$ cat config.mk
export PLATFORM = sky130hd
export DESIGN_NAME = unit_b_ctrl
export DESIGN_NICKNAME = d
export VERILOG_FILES = /design/src/rtl/unit_b_ctrl_pkg.sv /design/src/rtl/unit_b_ctrl_delay_line.sv /design/src/rtl/unit_b_ctrl.sv
export SDC_FILE = /design/constraint.sdc
export NUM_CORES = 1
export LEC_CHECK = 0
export CAP_MARGIN = 30
export CORE_MARGIN = 2
export CORE_UTILIZATION = 52
export DETAILED_ROUTE_END_ITERATION = 10
export PLACE_DENSITY = 0.79
export SLEW_MARGIN = 10
export SYNTH_ARGS = -nofsm -noshare
export SYNTH_HDL_FRONTEND = slang
export SYNTH_SLANG_ARGS = --single-unit
$ cat constraint.sdc
create_clock -name clk -period 5.01 [get_ports clk]
set_input_delay 1.002 -clock clk [delete_from_list [all_inputs] [get_ports clk]]
set_output_delay 1.002 -clock clk [all_outputs]
set_load 0.02 [all_outputs]
$ cat src/rtl/unit_b_ctrl_pkg.sv
// Shared definitions for the unitB sequencer: state encoding and derived-width helpers.
// Also used by the top-level unit generator to size its own buses consistently.
package unit_b_ctrl_pkg;

  typedef enum logic [2:0] {
    ST_IDLE,
    ST_LOAD,
    ST_LOAD_TAIL,
    ST_PIX,
    ST_DRAIN,
    ST_DONE
  } ctrl_state_e;

  function automatic int ceil_div(input int num, input int den);
    return (num + den - 1) / den;
  endfunction

  // A width of at least one bit keeps degenerate sizes (1 filter, 1 depth) legal.
  function automatic int safe_clog2(input int n);
    return (n <= 2) ? 1 : $clog2(n);
  endfunction

endpackage

$ cat src/rtl/unit_b_ctrl_delay_line.sv
// Parameterised DEPTH x WIDTH shift register with one intermediate tap and the final stage.
module ctrl_delay_line #(
  parameter int DEPTH = 2,
  parameter int WIDTH = 1,
  parameter int TAP   = 1
) (
  input  logic             clk,
  input  logic             reset,
  input  logic [WIDTH-1:0] data_i,
  output logic [WIDTH-1:0] tap_o,
  output logic [WIDTH-1:0] data_o
);

  logic [DEPTH-1:0][WIDTH-1:0] stage_q;

  always_ff @(posedge clk or posedge reset) begin
    if (reset) begin
      stage_q <= '0;
    end else begin
      stage_q[0] <= data_i;
      for (int i = 1; i < DEPTH; i++) begin
        stage_q[i] <= stage_q[i-1];
      end
    end
  end

  // Stage k holds the input from k+1 cycles ago.
  assign tap_o  = stage_q[TAP-1];
  assign data_o = stage_q[DEPTH-1];

endmodule

$ cat src/rtl/unit_b_ctrl.sv
// Layer-pass sequencer for one unitB convolution unit: weight streaming, window firing
// and the accumulate / write-back strobes aligned with the unit's pipeline.
module unit_b_ctrl
  import unit_b_ctrl_pkg::*;
#(
  parameter int IFM_DEPTH         = 6,
  parameter int KERNAL_SIZE       = 5,
  parameter int NUMBER_OF_FILTERS = 16,
  parameter int NUMBER_OF_UNITS   = 1,
  parameter int OFM_SIZE          = 10,
  parameter int CONV_LATENCY      = 6,
  parameter int CEIL_FILTERS      = ceil_div(NUMBER_OF_FILTERS, NUMBER_OF_UNITS),
  parameter int ADDRESS_SIZE_WM   = safe_clog2(KERNAL_SIZE * KERNAL_SIZE * IFM_DEPTH * CEIL_FILTERS),
  parameter int OFM_ADDR_W        = safe_clog2(OFM_SIZE * OFM_SIZE)
) (
  input  logic                                 clk,
  input  logic                                 reset,
  input  logic                                 start,
  output logic                                 busy,
  output logic                                 done,
  output logic                                 wm_enable_read,
  output logic [ADDRESS_SIZE_WM-1:0]           wm_address,
  output logic                                 wm_fifo_enable,
  input  logic                                 win_valid,
  output logic                                 win_ready,
  output logic                                 conv_enable,
  output logic                                 accu_enable,
  output logic                                 relu_enable,
  output logic                                 use_bias,
  output logic                                 ofm_we,
  output logic [OFM_ADDR_W-1:0]                ofm_address,
  output logic [safe_clog2(CEIL_FILTERS)-1:0]  filter_idx
);

  localparam int TAPS    = KERNAL_SIZE * KERNAL_SIZE;
  localparam int TAP_W   = safe_clog2(TAPS);
  localparam int DEPTH_W = safe_clog2(IFM_DEPTH);
  localparam int FILT_W  = safe_clog2(CEIL_FILTERS);
  localparam int DRAIN_W = safe_clog2(CONV_LATENCY + 2);

  localparam logic [TAP_W-1:0]      LAST_TAP    = TAP_W'(TAPS - 1);
  localparam logic [DEPTH_W-1:0]    LAST_DEPTH  = DEPTH_W'(IFM_DEPTH - 1);
  localparam logic [FILT_W-1:0]     LAST_FILTER = FILT_W'(CEIL_FILTERS - 1);
  localparam logic [OFM_ADDR_W-1:0] LAST_PIX    = OFM_ADDR_W'(OFM_SIZE * OFM_SIZE - 1);
  localparam logic [DRAIN_W-1:0]    LAST_DRAIN  = DRAIN_W'(CONV_LATENCY + 1);

  ctrl_state_e                state_q, state_d;
  logic [FILT_W-1:0]          filter_q, filter_d;
  logic [DEPTH_W-1:0]         depth_q, depth_d;
  logic [OFM_ADDR_W-1:0]      pix_q, pix_d;
  logic [TAP_W-1:0]           tap_q, tap_d;
  logic [DRAIN_W-1:0]         drain_q, drain_d;
  logic [ADDRESS_SIZE_WM-1:0] addr_q, addr_d;
  logic                       fifo_q;
  logic                       fire;

  logic [2:0]            flag_in, flag_tap, flag_last;
  logic [OFM_ADDR_W-1:0] pix_tap, pix_last;

  assign busy           = (state_q != ST_IDLE);
  assign done           = (state_q == ST_DONE);
  assign wm_enable_read = (state_q == ST_LOAD);
  assign wm_address     = addr_q;
  assign wm_fifo_enable = fifo_q;
  assign win_ready      = (state_q == ST_PIX);
  assign fire           = win_ready & win_valid;
  assign conv_enable    = fire;
  assign filter_idx     = filter_q;

  // Next state and counters; wm_address keeps counting across depths and filters.
  always_comb begin
    state_d  = state_q;
    filter_d = filter_q;
    depth_d  = depth_q;
    pix_d    = pix_q;
    tap_d    = tap_q;
    drain_d  = drain_q;
    addr_d   = addr_q;
    unique case (state_q)
      ST_IDLE: begin
        if (start) begin
          state_d  = ST_LOAD;
          filter_d = '0;
          depth_d  = '0;
          pix_d    = '0;
          tap_d    = '0;
          drain_d  = '0;
          addr_d   = '0;
        end
      end
      ST_LOAD: begin
        addr_d = addr_q + ADDRESS_SIZE_WM'(1);
        if (tap_q == LAST_TAP) begin
          tap_d   = '0;
          state_d = ST_LOAD_TAIL;
        end else begin
          tap_d = tap_q + TAP_W'(1);
        end
      end
      ST_LOAD_TAIL: state_d = ST_PIX;
      ST_PIX: begin
        if (fire) begin
          if (pix_q == LAST_PIX) begin
            pix_d   = '0;
            state_d = ST_DRAIN;
          end else begin
            pix_d = pix_q + OFM_ADDR_W'(1);
          end
        end
      end
      ST_DRAIN: begin
        if (drain_q == LAST_DRAIN) begin
          drain_d = '0;
          if (depth_q != LAST_DEPTH) begin
            depth_d = depth_q + DEPTH_W'(1);
            state_d = ST_LOAD;
          end else if (filter_q != LAST_FILTER) begin
            filter_d = filter_q + FILT_W'(1);
            depth_d  = '0;
            state_d  = ST_LOAD;
          end else begin
            state_d = ST_DONE;
          end
        end else begin
          drain_d = drain_q + DRAIN_W'(1);
        end
      end
      ST_DONE: state_d = ST_IDLE;
      default: state_d = ST_IDLE;
    endcase
  end

  always_ff @(posedge clk or posedge reset) begin
    if (reset) begin
      state_q  <= ST_IDLE;
      filter_q <= '0;
      depth_q  <= '0;
      pix_q    <= '0;
      tap_q    <= '0;
      drain_q  <= '0;
      addr_q   <= '0;
      fifo_q   <= 1'b0;
    end else begin
      state_q  <= state_d;
      filter_q <= filter_d;
      depth_q  <= depth_d;
      pix_q    <= pix_d;
      tap_q    <= tap_d;
      drain_q  <= drain_d;
      addr_q   <= addr_d;
      fifo_q   <= wm_enable_read;
    end
  end

  // Flags ride with each fire so a pixel keeps the depth it was fired under.
  assign flag_in = {depth_q == LAST_DEPTH, depth_q == '0, fire};

  ctrl_delay_line #(
    .DEPTH(CONV_LATENCY + 1),
    .WIDTH(3),
    .TAP  (CONV_LATENCY)
  ) u_flag_line (
    .clk   (clk),
    .reset (reset),
    .data_i(flag_in),
    .tap_o (flag_tap),
    .data_o(flag_last)
  );

  ctrl_delay_line #(
    .DEPTH(CONV_LATENCY + 1),
    .WIDTH(OFM_ADDR_W),
    .TAP  (CONV_LATENCY)
  ) u_pix_line (
    .clk   (clk),
    .reset (reset),
    .data_i(pix_q),
    .tap_o (pix_tap),
    .data_o(pix_last)
  );

  // Bias select and ReLU are held across both the accumulate and the write cycle of a pixel;
  // the write address wins when a write and the next pixel's partial-sum read coincide.
  assign accu_enable = flag_tap[0];
  assign ofm_we      = flag_last[0];
  assign use_bias    = (flag_tap[0] & flag_tap[1]) | (flag_last[0] & flag_last[1]);
  assign relu_enable = (flag_tap[0] & flag_tap[2]) | (flag_last[0] & flag_last[2]);
  assign ofm_address = ofm_we ? pix_last : (accu_enable ? pix_tap : '0);

endmodule

==> results of run 1 <==
==> Yosys cell counts, types with 2 or more instances <==
| master | instances |
|---|---|
| a41oi_1 | 2 |
| or3_1 | 3 |
| xor2_1 | 5 |
| nand4_1 | 3 |
| mux2i_1 | 10 |
| nor2_1 | 11 |
| clkbuf_1 | 2 |
| o211ai_1 | 2 |
| nand2_1 | 26 |
| nand4b_1 | 2 |
| and3_1 | 5 |
| nor3_1 | 5 |
| o2111ai_1 | 2 |
| and3b_2 | 2 |
| o21ai_0 | 19 |
| a21oi_1 | 4 |
| buf_2 | 3 |
| inv_1 | 7 |
| and2_1 | 3 |
| o31ai_1 | 2 |
| ha_1 | 7 |
| dfrtp_1 | 108 |
| a22o_1 | 13 |
| buf_6 | 3 |
| a21o_1 | 2 |
| nand3_1 | 5 |
| o21ai_1 | 2 |
==> critical path, delay by kind of cell, from the launching register on <==
kind | cells | cell delay, ns
AND/OR/NAND/NOR | 1 | 0.56
flip-flops | 1 | 0.61
buffers and inverters | 2 | 1.03
==> cell families after synthesis <==
| group | after synthesis | synth area share (%) |
|---|---|---|
| xor+xnor | 5 | 1.13 |
| simple gates | 78 | 11.6 |
| mux | 10 | 2.58 |
| fa+ha+maj | 7 | 2.26 |
| buf+inv | 16 | 2.32 |
| compound gates | 58 | 10.4 |
| flops | 108 | 69.7 |
==> how the worst max path moves through the flow <==
stage / slack [ns] / startpoint / end / cells after the start
finish: 1.46 / state_q[0]$_DFFE_PP0P_ / wm_enable_read / 3
global route: 1.33 / state_q[0]$_DFFE_PP0P_ / wm_enable_read / 3
CTS: 1.46 / win_valid / conv_enable / 3
detailed placement: 1.48 / win_valid / conv_enable / 3
global placement: 1.51 / win_valid / conv_enable / 3
floorplan: 1.16 / reset / depth_q[0]$_DFFE_PP0P_ / 1
==> flip-flops by register name, indices dropped and copies added (netlist names) <==
| name | cells |
|---|---|
| u_pix_line.stage_q | 35 |
| u_flag_line.stage_q | 15 |
| wm_address | 12 |
| pix_q | 7 |
| u_pix_line.data_o | 7 |
| u_pix_line.tap_o | 7 |
| tap_q | 5 |
| filter_idx | 4 |
| depth_q | 3 |
| drain_q | 3 |
| state_q | 3 |
| u_flag_line.data_o | 3 |
| u_flag_line.tap_o | 3 |
| wm_fifo_enable | 1 |
==> per-stage QoR <==
stage | util (%) | hold slack (ns) | setup slack (ns) | cell area (um2)
final | 62.9 | 0.346 | 1.46 | 4560
after global routing | 62.9 | 0.352 | 1.33 | 4560
after CTS | 62.9 | 0.350 | 1.46 | 4560
after detailed placement | 59.7 | 0.335 | 1.48 | 4330
after global placement | 59.4 | 0.331 | 1.51 | 4310
after floorplan | - | 0.331 | 1.16 | 3880
==> layer usage <==
layer | global-route usage [%] | routed length, um | share of wire (%) | up-vias
met3 | 5.84 | 289 | 4.7 | 6
met1 | 21.4 | 2770 | 45 | 1149
met2 | 26.4 | 3030 | 49 | 53
met4 | 4.74 | 52 | 0.85 | 0
met5 | 0 | 0 | 0 | -
li1 | - | - | - | 1081
==> power by group through the flow <==
stage	Combinational [mW]	Sequential, mW	Clock (mW)
CTS	0.132	1.11	0.590
detailed placement	0.130	1.13	0
global route	0.143	1.13	0.631
global placement	0.124	1.11	0
floorplan	0.0829	1.10	0
finish	0.129	1.11	0.578
==> cell type report <==
cell class | instances | area share, %
sequential | 108 | 59.3
multi-input combinational | 158 | 23.8
timing repair buffer | 38 | 8.51
clock buffer | 9 | 2.72
tap | 99 | 2.72
clock inverter | 7 | 2.31
inverter | 7 | 0.631
==> impl_results.md, run 1 <==
- Status: finished clean
- Number of max-cap violations: 0
- Combinational Power Share: between 7 and 8%
- Detailed router's first-iteration violation count: ~180
- Max clock buf depth: 2
- Post-layout min period: 3.55 ns
- Worst-Skew Late Latency: 0.36 ns
- PD cells: 398 nW/um2
- Antenna violations before repair: 0
- Sequential cell fraction of total power: 61.0%
- Routed Antenna Nets: 0
- Synth area leaders: dfrtp_1 (70%), a22o_1 (2.9%), mux2i_1 (2.6%)
- Worst Reg-to-Reg Cells: 5
- Final Max Tran Viols: 0
- Yosys top cell by area: dfrtp_1
- Fmax: approximately 280 MHz
- Max IR drop VDD: 0.000177 V
- Worst Hold Class: register to register
- Largest net degree at the start of global routing: 48
- Critical Path Max Stage Delay: between 0.6 and 0.7 ns
- CTS tree: yes
- Final setup vio count: 0
- Worst rel slew slack: 50.5%
- # clock sinks: 108
- Synth Area per Inst: 13.8 um2
- Final hold vios: 0
- GRT Util Overall: 16.5%
- Chip width: 90.4 um
- Via density: 5.37
- Yosys top cell area share: 69.7%
- Clock transition at path regs: roughly 0.10 ns
- Antenna cell count: 0
- Post-synthesis cell type count: 51
- Post-synth EDFFs: 0
- GR Overflow Total: 0
- Vias in the first global route: approximately 2200
- Startpoint type of the worst setup path: register
- Synth Instances: 282
- Chip height: ~90 um
- Reg-to-reg startpoint: state_q[1]$_DFFE_PP0P_
- Hold Crit Depth: 0
- H-tree levels: 3
- Power, Total: 1.81 mW
- Total CTS buffers: 9
- Postcts setup bufs: 0
- First-pass GRT wire length: around 11000 um
- Worst Path Arrival: 2.55 ns
- Worst-margin pin slew: roughly 0.74 ns
- Routability cong.: 0.830
- Initial core utilization: 53.5%
- Layout Nets: approximately 330
- Most common cell after layout, fill and taps aside: dfrtp_1
- # rows: 31
- CP Cell Sequence: or3b_1 > inv_1 > clkdlybuf4s50_1
- Setup TNS: 0 ns
- Post-synth net total: around 290
- RSZ-0062 raised after global routing: no
- Hold Path Sink: u_flag_line.stage_q[5]$_DFF_PP0_
- Inst Count DP: 410
- Reg2reg setup slack: 2.69 ns
- Most frequent cells in the layout: dfrtp_1 (108), clkdlybuf4s50_1 (36), nand2_1 (26)
- Critical Path Fanout Max: 12
- Layout cells sized above 1: 9.17%
- Routed vias: 2289
- Dpl hpwl: just over 4000 um
- Core footprint: around 7300 um2
- Multi-input logic area: ~1100 um2
- Layout Cells excl Fill: 426
- Tcrit/Tclk final: 70.9%
- Worst clock skew: 0.00962 ns
- Switching share of power: 24.0%
- Pint: approximately 1.4 mW
- CP Capture Type: primary output
- Synth-to-Final Area Change: 17.5%
- Sequential share of the synthesized area: 69.7%
- Remaining DRCs: 0
- Io pins: 37
- Lkg Pwr: 2.12 nW
- Synth async-reset ratio: 100%
- Hold Crit Start: u_flag_line.stage_q[2]$_DFF_PP0_
- Critical path class: register to primary output
- Port bufs: 36
- Critical Path RT: 4.01 ns
- Post_cts resized: 0
- Synth warn: 0
- Mapped Area: 3880 um2
- Fillers: 558
- Post-CTS Hold Fix Bufs: 0
- Top FF cell, synth: dfrtp_1
- Reg area: between 2000 and 3000 um2
- Clock share of power: a little under a third
- Die area: 8170 um2
- Seq cells post-synth: 108
- Crit path max-delay cell type: clkdlybuf4s50_1
- WL/cell: 14.4 um
- Worst R2R End: wm_address[6]$_DFFE_PP0P_
- Switching power: 436 uW
- CTS root buf: clkbuf_8
- DRT Pass-1 Iters: 4
- Total Wirelength: 6140 um
Power figures use the tool's default switching activity.
==> run 2: changes to the inputs <==
- clock period: 5.01 -> 3.7 ns (I/O delays scaled with it)
==> run 2 against run 1 <==
  * First-iteration DRC count grew 9.1%
  * Count of clock-buffer cells in the layout is the same
  * Register-to-register slack lost 1.3 ns
  * Clock power grew 36%
  * Critical path depth is the same
  * Critical path type unchanged
  * Largest cell class unchanged
  * Largest power group unchanged
  * Highest routed layer unchanged
==> impl_results.md, run 2 (synthesis gave the netlist of run 1 again) <==
- Dpl hpwl: 4030 um (was 4070 um)
- Worst-margin pin slew: 0.665 ns (was 0.740 ns)
- Fillers: 543 (was 558)
- Status: finished clean (unchanged)
- GR Overflow Total: 0 (unchanged)
- Worst clock skew: 0.0118 ns (was 0.00962 ns)
- Tcrit/Tclk final: between 80% and 90%
- Routed Antenna Nets: 0 (unchanged)
- Critical Path Fanout Max: 12 (unchanged)
- # rows: 31 (unchanged)
- Antenna violations before repair: 0 (unchanged)
- Worst rel slew slack: 55.5% (was 50.5%)
- GRT Util Overall: 16.3% (was 16.5%)
- Io pins: 37 (unchanged)
- Clock share of power: 32.1% (was 31.9%)
- CP Capture Type: primary output (unchanged)
- Core footprint: 7250 um2 (unchanged)
- Switching share of power: 23.8% (was 24.0%)
- Final setup vio count: 0 (unchanged)
- Max reg flops: 35 (unchanged)
- Via density: 5.40 (was 5.37)
- PD cells: 539 nW/um2 (was 398 nW/um2)
- H-tree levels: 3 (unchanged)
- Die area: 8170 um2 (unchanged)
- Pint: 1.87 mW (was 1.38 mW)
- Most common cell after layout, fill and taps aside: dfrtp_1 (unchanged)
- Hold Slack: 0.345 ns (was 0.346 ns)
- Startpoint type of the worst setup path: register (unchanged)
- Sequential cell fraction of total power: 60.9% (was 61.0%)
- Lkg Pwr: 2.13 nW (was 2.12 nW)
- Antenna cell count: 0 (unchanged)
- First-pass GRT wire length: 10600 um (unchanged)
- Post_cts resized: 0 (unchanged)
- Worst Hold Class: register to register (unchanged)
- Switching power: 585 uW (was 436 uW)
- Final hold vios: 0 (unchanged)
- Critical path class: register to primary output (unchanged)
- Max IR drop VDD: 0.000310 V (was 0.000177 V)
- Multi-input logic area: 1090 um2 (unchanged)
- Biggest register: u_pix_line.stage_q (unchanged)
- CTS root buf: clkbuf_8 (unchanged)
- Number of max-cap violations: 0 (unchanged)
- Setup TNS: 0 ns (unchanged)
- Largest net degree at the start of global routing: 51 (was 48)
- Routability cong.: 0.826 (was 0.830)
- DRT Pass-1 Iters: 4 (unchanged)
- Clock transition at path regs: 0.10 ns (about the same)
- Reg area: 2700 um2 (unchanged)
- Most frequent cells in the layout: dfrtp_1 (108), clkdlybuf4s50_1 (36), nand2_1 (26) (unchanged)
- Chip height: 90.4 um (unchanged)
- Initial core utilization: 53.5% (unchanged)
- WL/cell: 14.2 um (was 14.4 um)
- Vias in the first global route: 2244 (was 2212)
- Total CTS buffers: 9 (unchanged)
- RSZ-0062 raised after global routing: no (unchanged)
- Port bufs: 36 (unchanged)
- Combinational Power Share: 7.0% (was 7.1%)
- Chip width: 90.4 um (unchanged)
- Max clock buf depth: 2 (unchanged)
- Routed vias: 2305 (was 2289)
- Post-CTS Hold Fix Bufs: 0 (unchanged)
- Total Wirelength: 6060 um (was 6140 um)
- Detailed router's first-iteration violation count: 191 (was 175)
- Fmax: 305 MHz
- # clock sinks: 108 (unchanged)
- CTS tree: yes (unchanged)
- DP Area: 4330 um2 (about the same)
- Final Max Tran Viols: 0 (unchanged)
- Post-layout min period: 3.28 ns
- Fin area: 4550 um2 (was 4560 um2)
- Layout Nets: 334 (was 333)
- Critical Path RT: 2.96 ns (was 4.01 ns)
- Synth-to-Final Area Change: 17.4% (was 17.5%)
- Worst Path Arrival: 2.54 ns (was 2.55 ns)
- Postcts setup bufs: 0 (unchanged)
- Worst-Skew Late Latency: 0.36 ns (about the same)
- Layout cells sized above 1: 9.45% (was 9.17%)
- Remaining DRCs: 0 (unchanged)
-- run 2: changes by cell type in the layout (fill, tap and decap cells not counted), sizes merged --
cell      before  now
buf            2    3
clkinvlp       1    0
inv           10   11
-- run 2: critical path, stage by stage (launching register included) --
cell and delay, ns:
dfrtp_1 0.60, or3b_1 0.55, inv_1 0.35, clkdlybuf4s50_1 0.68
-- run 2: per-layer routing --
layer / GRT usage (%) / part of all wire, %
met3: 4.76 / 5.0
met2: 25.6 / 49
met1: 22.0 / 44
met5: 0 / 0
met4: 5.77 / 1.5
-- run 2: path summary, 6_finish.rpt --
| path | startpoint | to | slack (ns) | cells past startpoint |
|---|---|---|---|---|
| setup / recovery | state_q[0]$_DFFE_PP0P_ | wm_enable_read | 0.42 | 3 |
| hold / removal | u_flag_line.stage_q[5]$_DFF_PP0_ | u_flag_line.stage_q[8]$_DFF_PP0_ | 0.34 | 0 |
| setup reg to reg | state_q[1]$_DFFE_PP0P_ | wm_address[8]$_DFFE_PP0P_ | 1.44 | 5 |
| hold reg to reg | u_flag_line.stage_q[5]$_DFF_PP0_ | u_flag_line.stage_q[8]$_DFF_PP0_ | 0.34 | 0 |
| max in group asynchronous | reset | depth_q[2]$_DFFE_PP0P_ | 2.14 | 3 |
| min in group asynchronous | reset | u_flag_line.stage_q[13]$_DFF_PP0_ | 0.80 | 2 |
-- run 2: final cells by class --
| class | instances | area share, % |
|---|---|---|
| flip-flops and latches | 108 | 59.3 |
| well taps | 99 | 2.72 |
| inverters | 7 | 0.632 |
| clock inverters | 7 | 2.31 |
| clock buffers | 9 | 2.72 |
| repair buffers | 39 | 8.41 |
| multi-input cells | 158 | 23.9 |
-- run 2: per-stage QoR --
stage                     util (%)  std cells  power, mW  setup slack (ns)
after global placement        59.6        411       1.67             0.715
after CTS                     62.8        427       2.49             0.401
after detailed placement      59.6        411       1.70             0.690
final                         62.8        427       2.45             0.422
after global routing          62.8        427       2.57             0.297
after floorplan                  -        282       1.60             0.114
-- run 2: power groups by stage --
stage | registers (mW) | logic [mW] | clock network (mW)
global route | 1.52 | 0.191 | 0.855
CTS | 1.50 | 0.176 | 0.809
detailed placement | 1.52 | 0.175 | 0
floorplan | 1.49 | 0.112 | 0
global placement | 1.50 | 0.170 | 0
finish | 1.50 | 0.172 | 0.787
==> run 3: changes to the inputs <==
- TNS_END_PERCENT: unset -> 30
==> results of run 3 <==
Same layout as run 2: the final DEF is identical, and so are final timing and power.
